### config.mk
export PLATFORM = sky130hd
export DESIGN_NAME = gmii_link_emulator
export DESIGN_NICKNAME = d
export VERILOG_FILES = /design/src/rtl/gmii_link_emulator.sv
export SDC_FILE = /design/constraint.sdc
export NUM_CORES = 1
export LEC_CHECK = 0
export CAP_MARGIN = 25
export CORE_MARGIN = 10
export CORE_UTILIZATION = 40
export CTS_CLUSTER_DIAMETER = 150
export CTS_CLUSTER_SIZE = 25
export DETAILED_ROUTE_END_ITERATION = 8
export MAX_ROUTING_LAYER = met4
export SYNTH_ARGS = -nofsm -noshare
export SYNTH_HDL_FRONTEND = slang
export SYNTH_SLANG_ARGS = --single-unit
export TNS_END_PERCENT = 10
### constraint.sdc
create_clock -name clk -period 6.38 [get_ports clk]
set_clock_uncertainty 0.2 [all_clocks]
set_input_delay 0.957 -clock clk [delete_from_list [all_inputs] [get_ports clk]]
set_output_delay 0.957 -clock clk [all_outputs]
set_load 0.005 [all_outputs]
### src/rtl/gmii_link_emulator.sv
// rtl/gmii_link_emulator.sv - N-port GMII link emulator with per-port programmable delay lines
//
// Routes each port's transmit stream to a partner port's receive side, either
// crossover (2k <-> 2k+1) or self-loopback, through a circular delay buffer.
// Total latency from tx_* to rx_* is 1 + delay_act cycles.
//
// Optional feature macro: GMII_LINK_EMU_ERR_INJ_EN
//   Adds inj_req / err_cnt ports; a requested error flips bit 0 of byte 8 of
//   the next received frame on that port and raises rx_er for that byte.
//
// Ports:
//   clk            single clock for all ports
//   resetn         asynchronous active-low reset
//   tx_data/en/er  per-port GMII transmit side (port i at [i*DATA_W +: DATA_W])
//   rx_data/dv/er  per-port GMII receive side (registered)
//   cfg_pair_mode  0: crossover, 1: self-loopback (applied only while idle)
//   cfg_delay      extra latency in cycles (applied only while idle)
//   cfg_link_up    per-source link enable (applied only between frames)
//   frame_cnt      per-port saturating received-frame counters
//   busy           any frame in flight anywhere
//   inj_req        (macro) per-destination error injection request pulse
//   err_cnt        (macro) per-port saturating injected-error counters
module gmii_link_emulator #(
    parameter int NUM_PORTS = 4,
    parameter int DATA_W    = 8,
    parameter int MAX_DELAY = 16,
    parameter int CNT_W     = 32
) (
    input  logic                           clk,
    input  logic                           resetn,
    input  logic [NUM_PORTS*DATA_W-1:0]    tx_data,
    input  logic [NUM_PORTS-1:0]           tx_en,
    input  logic [NUM_PORTS-1:0]           tx_er,
    output logic [NUM_PORTS*DATA_W-1:0]    rx_data,
    output logic [NUM_PORTS-1:0]           rx_dv,
    output logic [NUM_PORTS-1:0]           rx_er,
    input  logic                           cfg_pair_mode,
    input  logic [$clog2(MAX_DELAY)-1:0]   cfg_delay,
    input  logic [NUM_PORTS-1:0]           cfg_link_up,
    output logic [NUM_PORTS*CNT_W-1:0]     frame_cnt,
`ifdef GMII_LINK_EMU_ERR_INJ_EN
    input  logic [NUM_PORTS-1:0]           inj_req,
    output logic [NUM_PORTS*CNT_W-1:0]     err_cnt,
`endif
    output logic                           busy
);

    localparam int PTR_W = $clog2(MAX_DELAY);

    logic [PTR_W-1:0]     r_wr_ptr;
    logic [PTR_W-1:0]     r_delay_act;
    logic                 r_mode_act;
    logic [NUM_PORTS-1:0] r_link_act;

    // Delay line storage, indexed by source port
    logic [DATA_W-1:0]    r_mem_data [NUM_PORTS][MAX_DELAY];
    logic [MAX_DELAY-1:0] r_mem_en   [NUM_PORTS];
    logic [MAX_DELAY-1:0] r_mem_er   [NUM_PORTS];

    logic [PTR_W-1:0]            w_rd_ptr;
    logic [NUM_PORTS-1:0]        w_wr_en;
    logic [NUM_PORTS-1:0]        w_wr_er;
    logic                        w_stored_any;
    logic [NUM_PORTS*DATA_W-1:0] w_sel_data;
    logic [NUM_PORTS-1:0]        w_sel_dv;
    logic [NUM_PORTS-1:0]        w_sel_er;
    logic [NUM_PORTS*DATA_W-1:0] w_nxt_data;
    logic [NUM_PORTS-1:0]        w_nxt_dv;
    logic [NUM_PORTS-1:0]        w_nxt_er;

    function automatic int src_port(input int dst, input logic mode);
        return mode ? dst : (dst ^ 1);
    endfunction

    assign w_rd_ptr = r_wr_ptr - r_delay_act;
    // A downed link still writes data, but never frame flags
    assign w_wr_en  = tx_en & r_link_act;
    assign w_wr_er  = tx_er & r_link_act;

    always_comb begin
        w_stored_any = 1'b0;
        for (int p = 0; p < NUM_PORTS; p++) begin
            w_stored_any = w_stored_any | (|r_mem_en[p]);
        end
    end

    assign busy = (|tx_en) | (|rx_dv) | w_stored_any;

    // Zero delay bypasses the buffer so the output register alone gives one cycle
    always_comb begin
        w_sel_data = '0;
        w_sel_dv   = '0;
        w_sel_er   = '0;
        for (int i = 0; i < NUM_PORTS; i++) begin
            if (r_delay_act == '0) begin
                w_sel_data[i*DATA_W +: DATA_W] = tx_data[src_port(i, r_mode_act)*DATA_W +: DATA_W];
                w_sel_dv[i] = w_wr_en[src_port(i, r_mode_act)];
                w_sel_er[i] = w_wr_er[src_port(i, r_mode_act)];
            end else begin
                w_sel_data[i*DATA_W +: DATA_W] = r_mem_data[src_port(i, r_mode_act)][w_rd_ptr];
                w_sel_dv[i] = r_mem_en[src_port(i, r_mode_act)][w_rd_ptr];
                w_sel_er[i] = r_mem_er[src_port(i, r_mode_act)][w_rd_ptr];
            end
        end
    end

`ifdef GMII_LINK_EMU_ERR_INJ_EN
    logic [NUM_PORTS-1:0] r_inj_pend;
    logic [3:0]           r_byte_idx [NUM_PORTS];
    logic [3:0]           w_idx      [NUM_PORTS];
    logic [NUM_PORTS-1:0] w_inj_hit;

    // w_idx is the in-frame index of the byte about to be output; it saturates
    // so index 8 is hit at most once per frame
    always_comb begin
        w_nxt_data = w_sel_data;
        w_nxt_dv   = w_sel_dv;
        w_nxt_er   = w_sel_er;
        w_inj_hit  = '0;
        for (int i = 0; i < NUM_PORTS; i++) begin
            if (rx_dv[i]) begin
                w_idx[i] = (r_byte_idx[i] == 4'hF) ? 4'hF : r_byte_idx[i] + 4'd1;
            end else begin
                w_idx[i] = 4'd0;
            end
            w_inj_hit[i] = r_inj_pend[i] & w_sel_dv[i] & (w_idx[i] == 4'd8);
            w_nxt_data[i*DATA_W] = w_sel_data[i*DATA_W] ^ w_inj_hit[i];
            w_nxt_er[i] = w_sel_er[i] | w_inj_hit[i];
        end
    end

    always_ff @(posedge clk or negedge resetn) begin
        if (!resetn) begin
            r_inj_pend <= '0;
            err_cnt    <= '0;
            for (int p = 0; p < NUM_PORTS; p++) begin
                r_byte_idx[p] <= '0;
            end
        end else begin
            // A request arriving on the hit cycle stays pending for the next frame
            r_inj_pend <= (r_inj_pend & ~w_inj_hit) | inj_req;
            for (int p = 0; p < NUM_PORTS; p++) begin
                r_byte_idx[p] <= w_idx[p];
                if (w_inj_hit[p] && err_cnt[p*CNT_W +: CNT_W] != {CNT_W{1'b1}}) begin
                    err_cnt[p*CNT_W +: CNT_W] <= err_cnt[p*CNT_W +: CNT_W] + CNT_W'(1);
                end
            end
        end
    end
`else
    assign w_nxt_data = w_sel_data;
    assign w_nxt_dv   = w_sel_dv;
    assign w_nxt_er   = w_sel_er;
`endif

    always_ff @(posedge clk or negedge resetn) begin
        if (!resetn) begin
            r_wr_ptr    <= '0;
            r_delay_act <= '0;
            r_mode_act  <= 1'b0;
            r_link_act  <= '0;
            rx_data     <= '0;
            rx_dv       <= '0;
            rx_er       <= '0;
            frame_cnt   <= '0;
            for (int p = 0; p < NUM_PORTS; p++) begin
                r_mem_en[p] <= '0;
                r_mem_er[p] <= '0;
            end
        end else begin
            r_wr_ptr <= r_wr_ptr + PTR_W'(1);
            // Routing/latency only change with nothing in flight, so no frame is split
            if (!busy) begin
                r_delay_act <= cfg_delay;
                r_mode_act  <= cfg_pair_mode;
            end
            for (int p = 0; p < NUM_PORTS; p++) begin
                if (!tx_en[p]) begin
                    r_link_act[p] <= cfg_link_up[p];
                end
                r_mem_en[p][r_wr_ptr] <= w_wr_en[p];
                r_mem_er[p][r_wr_ptr] <= w_wr_er[p];
                rx_data[p*DATA_W +: DATA_W] <= (w_nxt_dv[p] | w_nxt_er[p]) ?
                                               w_nxt_data[p*DATA_W +: DATA_W] : '0;
                // Count on the falling edge of rx_dv, in the same cycle it falls
                if (rx_dv[p] && !w_nxt_dv[p] &&
                    frame_cnt[p*CNT_W +: CNT_W] != {CNT_W{1'b1}}) begin
                    frame_cnt[p*CNT_W +: CNT_W] <= frame_cnt[p*CNT_W +: CNT_W] + CNT_W'(1);
                end
            end
            rx_dv <= w_nxt_dv;
            rx_er <= w_nxt_er;
        end
    end

    // Data RAM carries no reset; the flag arrays decide validity
    always_ff @(posedge clk) begin
        for (int p = 0; p < NUM_PORTS; p++) begin
            r_mem_data[p][r_wr_ptr] <= tx_data[p*DATA_W +: DATA_W];
        end
    end

endmodule

; ---- Word level (Yosys, flattened, before mapping)
; Memories as Yosys holds them, arrays and structs flattened.
; Cells that the tools add are included.
[totals]
regBits = 309
mem_bits_rw = 512
inputBits = 51
output_inout_bits = 169
wordCells = 197
memories = 1
[classes]
n_addsub = 6
magnitude_cmp = 14
n_eq_ne = 4
shifts = 4
muxes = 108
bitwise_logic = 17
reduce_logical = 21
[memory_table]
columns = memory, depth, width, read_ports, rd_ports_with_merged_regs, wr, line_no
row1 = r_mem_data, 4, 128, 4, 0, 4, 56  ; logic [DATA_W-1:0] r_mem_data [NUM_PORTS][MAX_DELAY];
[ops]
columns = cell, n
row1 = $bmux 16 s2, 8
row2 = $mux 16, 16
row3 = $mux 8, 17
row4 = $add 32x1->32 const B, 4
row5 = $bmux 8 s4, 4
row6 = $bwmux 16, 8
row7 = $ge 32x3->1 const B, 4
row8 = $lt 32x4->1 const B, 4
row9 = $ne 32x32->1 const B, 4
row10 = $shiftx 32x32->8, 4
row11 = $not 1->32, 2
row12 = $not 2->32, 2
row13 = $reduce_or 16->1, 4
row14 = $mux 1, 37
row15 = $bmux 1 s4, 8
row16 = $demux 8 s4, 1
row17 = $bmux 1 s2, 8
row18 = $ge 5x5->1 const B, 2
row19 = $logic_and 1x1->1, 10
row20 = $lt 4x5->1 const B, 2
row21 = $not 4->5, 2
row22 = $or 1x1->1, 9
row23 = $and 4x4->4, 2
row24 = $reduce_or 4->1, 2
row25 = 7 further kinds, 10

; ---- Depth between registers and ports, before layout
[logic_depth]
ltp_word = 11
depth_mapped = 16
depth_no_buf = 12

; ---- Worst setup path before layout
; OpenSTA, ideal clock, no wires.
[synth_timing]
path_kind = reg2reg
startpoint = register r_wr_ptr[0]
endpoint = register frame_cnt[91]
setup_time_ns = 0.079
arrival_time_ns = 3.332
required_time_ns = 6.101
path_slack_ns = 2.769
stages_incl_launch_ff = 15
n_path_buf = 3
path_cell_list = dfrtp_1 inv_1 ha_1 inv_1 fa_1 buf_6 buf_2 mux4_2 mux2i_1 a31oi_1 a31oi_4 nand3_1 buf_2 nor4_2 xor2_1
[synth_between]
elab_chain_cells = 7
[synth_rtl]
columns = element, line_no
row1 = "start, declared", 50  ; logic [PTR_W-1:0] r_wr_ptr;
row2 = "start signal, assigned", 171  ; r_wr_ptr <= r_wr_ptr + PTR_W'(1);
row3 = $sub 4x4->4, 75  ; assign w_rd_ptr = r_wr_ptr - r_delay_act;
row4 = $bmux 1 s4, 101  ; w_sel_dv[i] = r_mem_en[src_port(i, r_mode_act)][w_rd_ptr];
row5 = $mux 1 (not written as such), 101
row6 = $mux 1, 95  ; if (r_delay_act == '0) begin
row7 = $logic_not 1->1, 186  ; if (rx_dv[p] && !w_nxt_dv[p] &&
row8 = $logic_and 1x1->1 (2 in a row), 186
row9 = "end signal, assigned by index", 188  ; frame_cnt[p*CNT_W +: CNT_W] <= frame_cnt[p*CNT_W +: CNT_W] + CNT_W'(1);
row10 = "end, declared", 40  ; output logic [NUM_PORTS*CNT_W-1:0] frame_cnt,
; No other way between the ends. The select of a mux whose other input is x is not followed.
; A chain may end at the register's enable or synchronous reset.

; ---- Worst setup path in the final report
[layout_timing]
startpoint = register r_wr_ptr[0]
endpoint = register frame_cnt[63]
; The elaborated chain is that of the path after synthesis.

==> reports/metrics.csv <==
stage,metric,value,unit
status,outcome,"complete, no violations",
power,peakVddDrop,0.168,mV
die,die_w,326,um
clock_network,clockBufferDepth,3,
grt,grt_use_total,0.182,
clock_network,cts_tree,done,
place,gp_congestion,0.828,
worst_setup_path,cp_max_fo,38,
detailed_routing,dr.pass1.iters,5,
synthesis,syn_area_per_cell,14.6,sq um
detailed_routing,routed_via_density,5.61,
timing,fmax,194,MHz
synthesis,synth-main-ff-cell,edfxtp_1,
grt,grt.busiest_layer,met2,
die,die_area,106000,sq um
timing,finalHoldViolations,0,
clock_network,post_cts_buffers,0,
timing,rsz0062_at_grt,false,
synthesis,yosys-top-cells-area,"edfxtp_1 (41%), dfrtp_1 (21%), mux4_2 (10%)",
grt,use_met1,0.242,
clock_network,cts_buffers,38,
die,ioPinCount,220,
timing,fin_crit,5.16,ns
power,power_density,222,nW/um^2
clock_network,cts.clk_slew.worst_paths,0.10,ns
layout,nets,2777,
timing,setup_viol,0,
synthesis,ys_ff_latch,821,
clock_network,cts_resized,0,
layout,final_common_cell,edfxtp_1,
timing,relSlewSlack,0.317,
detailed_routing,finalWirelength,96.0,mm
grt,grt_first_pass_wirelength,147,mm
synthesis,synth_top_area_share,0.411,
timing,slew_violations,0,
die,core,93000,sq um
detailed_routing,vias,22400,
grt,grt_use_met3,0.0251,
grt,grt_pass1_vias,23200,
synthesis,synthCells,2555,
detailed_routing,post-route-drc-count,0,
worst_setup_path,cp_common_cell,inv_1,
worst_setup_path,cp-end-kind,flip-flop,
run,max_cap_viol_count,0,
synthesis,synth_warnings,0,
worst_setup_path,worstSetupPathType,reg2reg,
worst_setup_path,critPathMaxStageDelay,1.16,ns
power,power_leakage,15.1,nW
place,dp_hpwl,60.6,mm
timing,timing.final.ws_setup,1.22,ns
detailed_routing,antenna_left,0,
worst_setup_path,critPathSlowestCell,fa_4,
timing,fin_crit_sh,0.808,
place,port_buffers,219,
synthesis,synthDistinctLibCells,60,
clock_network,cts-hold-fix-buffers,0,
layout,drive_above_1_share,0.160,
worst_setup_path,cp_top_family,adder cells,
layout,final_cell_mix,"edfxtp_1 (512), dfrtp_1 (308), nand2_1 (256)",
clock_network,cts-root-buf,clkbuf_16,
die,die_h,326,um
worst_setup_path,cp.arrival,5.49,ns
synthesis,synth_area,37400,sq um
worst_setup_path,crit_chain,inv_1 -> ha_4 -> inv_1 -> fa_4 -> buf_4 -> mux2i_1 -> mux4_2 -> a31oi_1 -> a31oi_2 -> nand3_2 -> nor4_4 -> xor2_1,
timing,worst_slew_pin_slew,1.02,ns
power,power,0.00939,W
clock_network,ctsHtreeMaxLevel,2,
place,pre_cts_ws,1.18,ns
grt,use_met2,0.296,
synthesis,syn_nets,2618,
layout,area_delta_synth_final,13.0,%
die,initial_core_util,0.402,
grt,grt_max_degree,122,
worst_setup_path,cp.required,6.71,ns
synthesis,synth-seq-area-share,0.617,
timing,setup_tns,0,ns
synthesis,ys_async_sr_fraction,0.376,
worst_hold_path,hp-class,in2async,
die,num_rows,112,
worst_setup_path,startpoint_type,flip-flop,
grt,antenna_found_initial,4,
synthesis,synth_top_area_cell,edfxtp_1,
worst_setup_path,cp.buffers_inverters,3,
detailed_routing,drtIter0Drc,2161,
grt,overflow,0,
clock_network,insertion_delay,0.61,ns
synthesis,synth-edff-count,512,
clock_network,cts.sinks,821,
detailed_routing,routedWlPerCell,24.0,um
## worst register-to-register path, cell delays in order, from the launching register on
cell     delay [ns]
dfrtp_1        0.44
inv_1          0.19
ha_4           0.17
inv_1          0.05
fa_4           1.16
buf_4          0.61
mux2i_1        0.29
mux4_2         0.25
a31oi_1        0.11
a31oi_2        0.31
nand3_2        0.63
nor4_4         0.49
xor2_1         0.19
## metrics by stage
step                std cells  utilization  cell area (sq um)  hold WS, ns
finish                   3998        0.455              42300        0.116
global route             3998        0.455              42300        0.167
CTS                      3989        0.453              42200        0.137
detailed placement       3923        0.442              41100        0.265
global placement         3909        0.438              40800        0.256
floorplan                2555            -              37400        0.245
## path summary, 6_finish.rpt
path / start / endpoint / slack [ns] / cells past startpoint
worst max register to register: r_wr_ptr[0]$_DFF_PN0_ / frame_cnt[63]$_DFFE_PN0P_ / 1.22 / 12
worst min register to register: r_mem_er[56]$_DFFE_PN0P_ / r_mem_er[56]$_DFFE_PN0P_ / 0.28 / 2
worst max-delay path: r_wr_ptr[0]$_DFF_PN0_ / frame_cnt[63]$_DFFE_PN0P_ / 1.22 / 12
worst min-delay path: resetn / frame_cnt[108]$_DFFE_PN0P_ / 0.12 / 1
max in group asynchronous: resetn / r_mem_en[56]$_DFFE_PN0P_ / 4.51 / 2
min in group clk: r_mem_er[56]$_DFFE_PN0P_ / r_mem_er[56]$_DFFE_PN0P_ / 0.28 / 2
## cell families after synthesis
group	count (synthesis)	share of synthesized area
AO/OA/AOI/OAI	262	0.0398
XOR/XNOR	128	0.0304
adder cells (fa/ha/maj)	12	0.00421
buffers and inverters	192	0.0236
flip-flops	821	0.617
multiplexers	516	0.202
AND/OR/NAND/NOR	624	0.0830
## synthesized netlist by cell type, drive strengths merged, types with 38 or more instances
master  instances
nor3           38
nand3          48
nand2         256
nor4           49
mux2          119
inv            42
clkbuf         65
xor2           77
edfxtp        512
buf            84
o21ai         154
mux2i         220
a21oi          46
mux4          177
dfrtp         309
xnor2          51
nor2           95
nand4          49
## flip-flops by register name, summed over array words and instances, names as in the netlist, 32 cells and up
register    flops
rx_data        32
r_mem_data    512
frame_cnt     128
r_mem_er       64
r_mem_en       64
## area by class of cell
class | instances | area, sq um
fillers | 8208 | 50800
well taps | 1254 | 1570
repair buffers | 268 | 2860
multi-input cells | 1542 | 13500
diodes | 4 | 10.0
flip-flops and latches | 821 | 23100
clock inverters | 3 | 33.8
clock buffers | 63 | 1070
inverters | 43 | 164
## metal layers
| layer | vias up | share of wire |
|---|---|---|
| met5 | - | 0 |
| met4 | 0 | 0.016 |
| met3 | 90 | 0.048 |
| met2 | 601 | 0.49 |
| met1 | 11700 | 0.45 |
| li1 | 10000 | - |
## where the power goes
| part | switching (W) | leakage (nW) | internal (W) |
|---|---|---|---|
| Clock | 0.00166 | 0.527 | 0.00117 |
| Combinational | 0.000308 | 5.80 | 0.000293 |
| Sequential | 0.000152 | 8.73 | 0.00580 |
| Total | 0.00213 | 15.1 | 0.00726 |
(Power assumes the default switching activity.)
